--- src/rtl/apb_slave_mem.sv ---
// apb_slave_mem: APB3 completer that fronts a word-addressed register memory.
// A fixed number of wait states can be inserted before each transfer completes.
//
// Optional feature macro: APB_SLAVE_PSLVERR_EN
//   defined   -> misaligned or out-of-range addresses are flagged. Errored writes
//                are dropped, errored reads return 0, and PSLVERR=1 on completion.
//   undefined -> PSLVERR is tied 0. Addresses alias modulo MEM_DEPTH words.
//
// Ports:
//   PCLK     in   bus clock, all logic on rising edge
//   PRESETn  in   synchronous active-low reset (also clears the memory)
//   PSEL     in   completer select
//   PENABLE  in   access phase
//   PADDR    in   byte address
//   PWRITE   in   1 = write, 0 = read
//   PWDATA   in   write data
//   PRDATA   out  read data, loaded at the setup edge
//   PREADY   out  transfer completes this cycle
//   PSLVERR  out  error on completing transfer (only with PREADY=1)
module apb_slave_mem #(
  parameter int ADDR_WIDTH  = 32,
  parameter int DATA_WIDTH  = 32,
  parameter int MEM_DEPTH   = 16,
  parameter int WAIT_STATES = 0
) (
  input  logic                  PCLK,
  input  logic                  PRESETn,
  input  logic                  PSEL,
  input  logic                  PENABLE,
  input  logic [ADDR_WIDTH-1:0] PADDR,
  input  logic                  PWRITE,
  input  logic [DATA_WIDTH-1:0] PWDATA,
  output logic [DATA_WIDTH-1:0] PRDATA,
  output logic                  PREADY,
  output logic                  PSLVERR
);

  localparam int         IDX_W = $clog2(MEM_DEPTH);
  localparam logic [3:0] WS    = 4'(WAIT_STATES);

  typedef enum logic {S_IDLE, S_ACCESS} state_t;

  state_t                r_state, w_next;
  logic [3:0]            r_cnt;
  logic [IDX_W-1:0]      r_idx;
  logic                  r_write;
  logic [DATA_WIDTH-1:0] r_wdata;
  logic                  r_err;
  logic [DATA_WIDTH-1:0] r_rdata;
  logic [DATA_WIDTH-1:0] r_mem [MEM_DEPTH];

  logic                  w_setup;
  logic                  w_ready;
  logic                  w_done;
  logic [IDX_W-1:0]      w_idx;
  logic                  w_addr_err;

  // A setup cycle is only accepted from IDLE; PSEL+PENABLE without a
  // preceding setup leaves the FSM idle.
  assign w_setup = (r_state == S_IDLE) && PSEL && !PENABLE;
  // Ready is decoded from registered state only, never from PADDR.
  assign w_ready = (r_state == S_ACCESS) && (r_cnt == WS);
  assign w_done  = w_ready && PSEL && PENABLE;
  assign w_idx   = PADDR[IDX_W+1:2];

`ifdef APB_SLAVE_PSLVERR_EN
  // Upper bits nonzero <=> PADDR >= MEM_DEPTH*4.
  assign w_addr_err = (PADDR[1:0] != 2'b00) || (|PADDR[ADDR_WIDTH-1:IDX_W+2]);
  assign PSLVERR    = w_ready && r_err;
`else
  logic w_unused;
  assign w_unused   = ^{PADDR[ADDR_WIDTH-1:IDX_W+2], PADDR[1:0]};
  assign w_addr_err = 1'b0;
  assign PSLVERR    = 1'b0;
`endif

  assign PREADY = w_ready;
  assign PRDATA = r_rdata;

  // FSM state register
  always_ff @(posedge PCLK) begin
    if (!PRESETn) r_state <= S_IDLE;
    else          r_state <= w_next;
  end

  // FSM next state
  always_comb begin
    w_next = r_state;
    case (r_state)
      S_IDLE:   if (w_setup) w_next = S_ACCESS;
      S_ACCESS: begin
        if (!PSEL)                   w_next = S_IDLE;  // abort, nothing committed
        else if (PENABLE && w_ready) w_next = S_IDLE;
      end
      default:  w_next = S_IDLE;
    endcase
  end

  // Datapath: transfer latch, wait counter, read data, memory
  always_ff @(posedge PCLK) begin
    if (!PRESETn) begin
      r_cnt   <= '0;
      r_idx   <= '0;
      r_write <= 1'b0;
      r_wdata <= '0;
      r_err   <= 1'b0;
      r_rdata <= '0;
      for (int i = 0; i < MEM_DEPTH; i++) r_mem[i] <= '0;
    end else begin
      if (w_setup) begin
        r_idx   <= w_idx;
        r_write <= PWRITE;
        r_wdata <= PWDATA;
        r_err   <= w_addr_err;
        r_cnt   <= '0;
        // Read data is captured at setup so it is stable through the wait states.
        r_rdata <= w_addr_err ? '0 : r_mem[w_idx];
      end else if ((r_state == S_ACCESS) && !w_ready) begin
        r_cnt <= r_cnt + 4'd1;
      end
      if (w_done && r_write && !r_err) r_mem[r_idx] <= r_wdata;
    end
  end

endmodule

--- config.mk ---
export PLATFORM = sky130hd
export DESIGN_NAME = apb_slave_mem
export DESIGN_NICKNAME = d
export VERILOG_FILES = /design/src/rtl/apb_slave_mem.sv
export SDC_FILE = /design/constraint.sdc
export NUM_CORES = 1
export LEC_CHECK = 0
export BUFFER_PORTS_ARGS = -buffer_cell sky130_fd_sc_hd__buf_2
export CORE_AREA = 3 3 238 193
export DETAILED_ROUTE_END_ITERATION = 6
export DIE_AREA = 0 0 241 196
export GPL_TIMING_DRIVEN = 0
export PLACE_DENSITY = 0.74
export REMOVE_ABC_BUFFERS = 1
export SYNTH_ARGS = -nofsm -noshare
export SYNTH_HDL_FRONTEND = slang
export SYNTH_SLANG_ARGS = --single-unit
--- constraint.sdc ---
create_clock -name PCLK -period 7.45 [get_ports PCLK]
set_input_delay 1.49 -clock PCLK [delete_from_list [all_inputs] [get_ports PCLK]]
set_output_delay 1.49 -clock PCLK [all_outputs]
set_load 0.01 [all_outputs]
==> flow_metrics.env <==
export IMPL_p_comb_frac=0.058
export IMPL_hold_buffers=0
export IMPL_port_buffers=73
export IMPL_design_area_sq_um=29300
export IMPL_ys_seq_elements=586
export IMPL_ys_top_cells_by_count="and2_1, edfxtp_1, mux4_2"
export IMPL_final_cells=2337
export IMPL_cp_slowest_cell="nor4_4"
export IMPL_cp_top_family="simple AND/OR/NAND/NOR gates"
export IMPL_path_class="in -> reg"
export IMPL_cp_endpoint="r_mem[0][15]$_SDFFCE_PN0P_"
export IMPL_synth_seq_area_share=0.646
export IMPL_finalWeightedCongestion=0.706
export IMPL_wl_mm=63.4
export IMPL_routedWlPerCell_microns=27.1
export IMPL_hpwlAfterDp_mm=39.1
export IMPL_drc=0
export IMPL_critical_path_startpoint_type="input port"
export IMPL_cts_tree="done"
export IMPL_p_sw_mw=1.50
export IMPL_gr_total_overflow=0
export IMPL_tightest_slew_ns=1.03
export IMPL_clk_latency_ns=0.59
export IMPL_crit_required_ns=7.72
export IMPL_avgSynthCellArea_sq_um=15.5
export IMPL_htree_levels=2
export IMPL_grt_max_degree=70
export IMPL_tns_ns=0
export IMPL_clkPwrFrac=0.410
export IMPL_synth_top_area_share=0.589
export IMPL_antenna_found_initial=0
export IMPL_postRouteAntennaNets=0
export IMPL_fin_crit_sh=0.611
export IMPL_synth_area_mux_share=0.135
export IMPL_hold_viol=0
export IMPL_power_density_nw_per_um2=239
export IMPL_postLayoutCoreUtil=0.676
export IMPL_period_minus_slack_ns=4.55
export IMPL_drive_gt1_frac=0.215
export IMPL_clock_skew_ns=0.0141
export IMPL_routed_via_density=6.26
export IMPL_synth_largest_area_cell="edfxtp_1"
export IMPL_p_int_mw=5.51
export IMPL_fill_cells=2962
export IMPL_fin_nets=1802
export IMPL_dr_first_iter_drc_count=2112
export IMPL_dr_pass1_iters=7
export IMPL_worst_r2r_cell_count=9
export IMPL_critical_path_arrival_ns=4.83
export IMPL_status="finished clean"
export IMPL_hold_slack_ns=0.484
export IMPL_initial_core_util=0.601
export IMPL_p_leak_nw=10.8
export IMPL_yosys_area_share_xor_xnor=0.000671
export IMPL_ff2ff_setup_slack_ns=3.65
export IMPL_critical_path_buf_inv_count=4
export IMPL_setup_viol=0
export IMPL_dieArea_sq_um=47200
export IMPL_synth_edf_count=512
export IMPL_die_w_microns=241
export IMPL_placedInstanceArea_sq_um=27500
export IMPL_die_y_microns=196
export IMPL_syn_area_sq_um=26100
export IMPL_fmax_ghz=0.220
export IMPL_cts_buffers=56
export IMPL_synth_compound_area_frac=0.0223
export IMPL_cpPeakStageDelay_ns=1.05
export IMPL_ios=103
export IMPL_synth_simple_area_share=0.163
export IMPL_cp_common_cell="buf_8"
export IMPL_first_global_vias=14957
export IMPL_vias=14633
export IMPL_synth_top_family_by_area="simple AND/OR/NAND/NOR gates"
export IMPL_clk_path_buf_depth=3
export IMPL_drv_slew=0
export IMPL_area_growth_pct=12.4
export IMPL_cts_resized=0
export IMPL_place_inst=2233
export IMPL_ys_dominant_reg_cell="edfxtp_1"
export IMPL_multi_input_area_sq_um=8450
export IMPL_maxCapViolCount=0
export IMPL_cts_root_buf="clkbuf_16"
export IMPL_crit_path_max_fanout=39
export IMPL_ir_drop_mv=0.194
export IMPL_syn_inst=1682
export IMPL_timing_rr_end="r_mem[9][3]$_SDFFCE_PN0P_"
export IMPL_grt_use_total=0.276
export IMPL_seq_area_sq_um=16900
export IMPL_critPathCaptureType="flop"
export IMPL_power_frac_seq=0.532
export IMPL_rsz0062_at_grt="false"
export IMPL_slew_headroom=0.305
export IMPL_num_rows=68
export IMPL_path_cells="buf_4 -> nand4_4 -> nor4_4 -> buf_8 -> buf_8 -> nand2b_2 -> buf_12"
export IMPL_sw_frac_of_total=0.214
export IMPL_synth_fa_ha_area_frac=0.000959
export IMPL_clk_pin_slew_ns=0.06
export IMPL_antenna_cells=0
export IMPL_crit_cells=7
export IMPL_grt_pass1_wl_mm=94.8
export IMPL_yosysUniqueCellTypes=34
export IMPL_hold_class="reg -> reg"
export IMPL_clock_sinks=586
export IMPL_netlist_top_cells_area="edfxtp_1, and2_1, mux4_2"
export IMPL_startpoint="PRESETn"
export IMPL_core_sq_um=43400
export IMPL_r2r_start="r_cnt[0]$_SDFFE_PP0P_"
export IMPL_yosysWarnings=0
export IMPL_cts_setup_buffers=0
export IMPL_ys_async_sr_fraction=0
==> registers in the layout, indices dropped and copies added (netlist names) <==
signal,flops
PRDATA,32
r_cnt,4
r_idx,4
r_mem,512
r_state,1
r_wdata,32
r_write,1
==> how the worst min path moves through the flow <==
stage,startpoint,end,slack [ns],depth (start not counted)
floorplan,r_idx[0]$_SDFFE_PN0P_,r_idx[0]$_SDFFE_PN0P_,0.47,2
global placement,PRDATA[17]$_SDFFE_PN0P_,PRDATA[17]$_SDFFE_PN0P_,0.46,2
detailed placement,PRDATA[14]$_SDFFE_PN0P_,PRDATA[14]$_SDFFE_PN0P_,0.47,2
CTS,PRDATA[15]$_SDFFE_PN0P_,PRDATA[15]$_SDFFE_PN0P_,0.49,2
global route,PRDATA[17]$_SDFFE_PN0P_,PRDATA[17]$_SDFFE_PN0P_,0.50,2
finish,PRDATA[24]$_SDFFE_PN0P_,PRDATA[24]$_SDFFE_PN0P_,0.48,2
==> worst reg2reg max path, stage by stage (launching register included) <==
cell and delay, ns:
dfxtp_1 0.34, inv_1 0.08, ha_1 0.19, nand4bb_2 0.42
buf_16 0.34, nor4_4 0.77, buf_8 0.26, buf_6 0.22
nand2b_2 0.59, buf_12 0.29
==> power groups by stage <==
stage                     registers [mW]  logic (mW)  clock network, mW
final                               3.73       0.408               2.87
after global routing                3.74       0.433               3.04
after CTS                           3.73       0.410               2.91
after detailed placement            3.80       0.409                  0
after global placement              3.80       0.386                  0
after floorplan                     3.78       0.205                  0
==> cell type report <==
| type | count | area share |
|---|---|---|
| clock buffer | 75 | 0.0520 |
| clock inverter | 29 | 0.0105 |
| inverter | 4 | 0.000512 |
| multi-input combinational | 945 | 0.288 |
| sequential | 586 | 0.575 |
| tap | 560 | 0.0239 |
| timing repair buffer | 138 | 0.0502 |
==> metal layers <==
layer  vias up  share of wire  global-route usage
met5         -              0                   0
met4         0          0.019              0.0661
met3       103           0.10              0.0520
met2       737           0.47               0.432
met1      7520           0.41               0.406
li1       6273              -                   -
==> cell families (layout without fill, tap and decap cells) <==
logic type / count (synthesis) / count (layout)
buffers and inverters: 151 / 246
multiplexers: 192 / 192
AND/OR/NAND/NOR: 674 / 674
other: 1 / 1
XOR/XNOR: 2 / 2
AO/OA/AOI/OAI: 74 / 74
adder cells (fa/ha/maj): 2 / 2
flip-flops: 586 / 586
==> cells in the final DEF, fill, tap and decap left out, drive strengths merged <==
cell,synthesis,final
nand3b,1,1
conb,1,1
mux4,128,128
nor4,16,16
a21oi,2,2
and2,512,512
buf,67,138
a21boi,37,37
bufinv,0,7
nor3,1,1
clkinv,0,20
nand2,78,78
edfxtp,512,512
nand4,2,2
or3b,2,2
o221ai,32,32
nand3,35,35
xor2,2,2
ha,2,2
inv,4,4
nand2b,20,20
clkinvlp,0,2
or2,2,2
and3,1,1
nor3b,2,2
clkbuf,80,75
nor2,1,1
nand4bb,1,1
o21ai,3,3
dfxtp,74,74
mux2i,64,64
==> stage by stage <==
stage / setup WS, ns / total power, mW
5_1_grt: 2.77 / 7.21
3_3_place_gp: -3.59 / 4.18
2_1_floorplan: 2.18 / 3.98
6_report: 2.90 / 7.01
3_5_place_dp: 2.28 / 4.21
4_1_cts: 2.89 / 7.05
No activity file was read; power rests on OpenSTA's default activity.
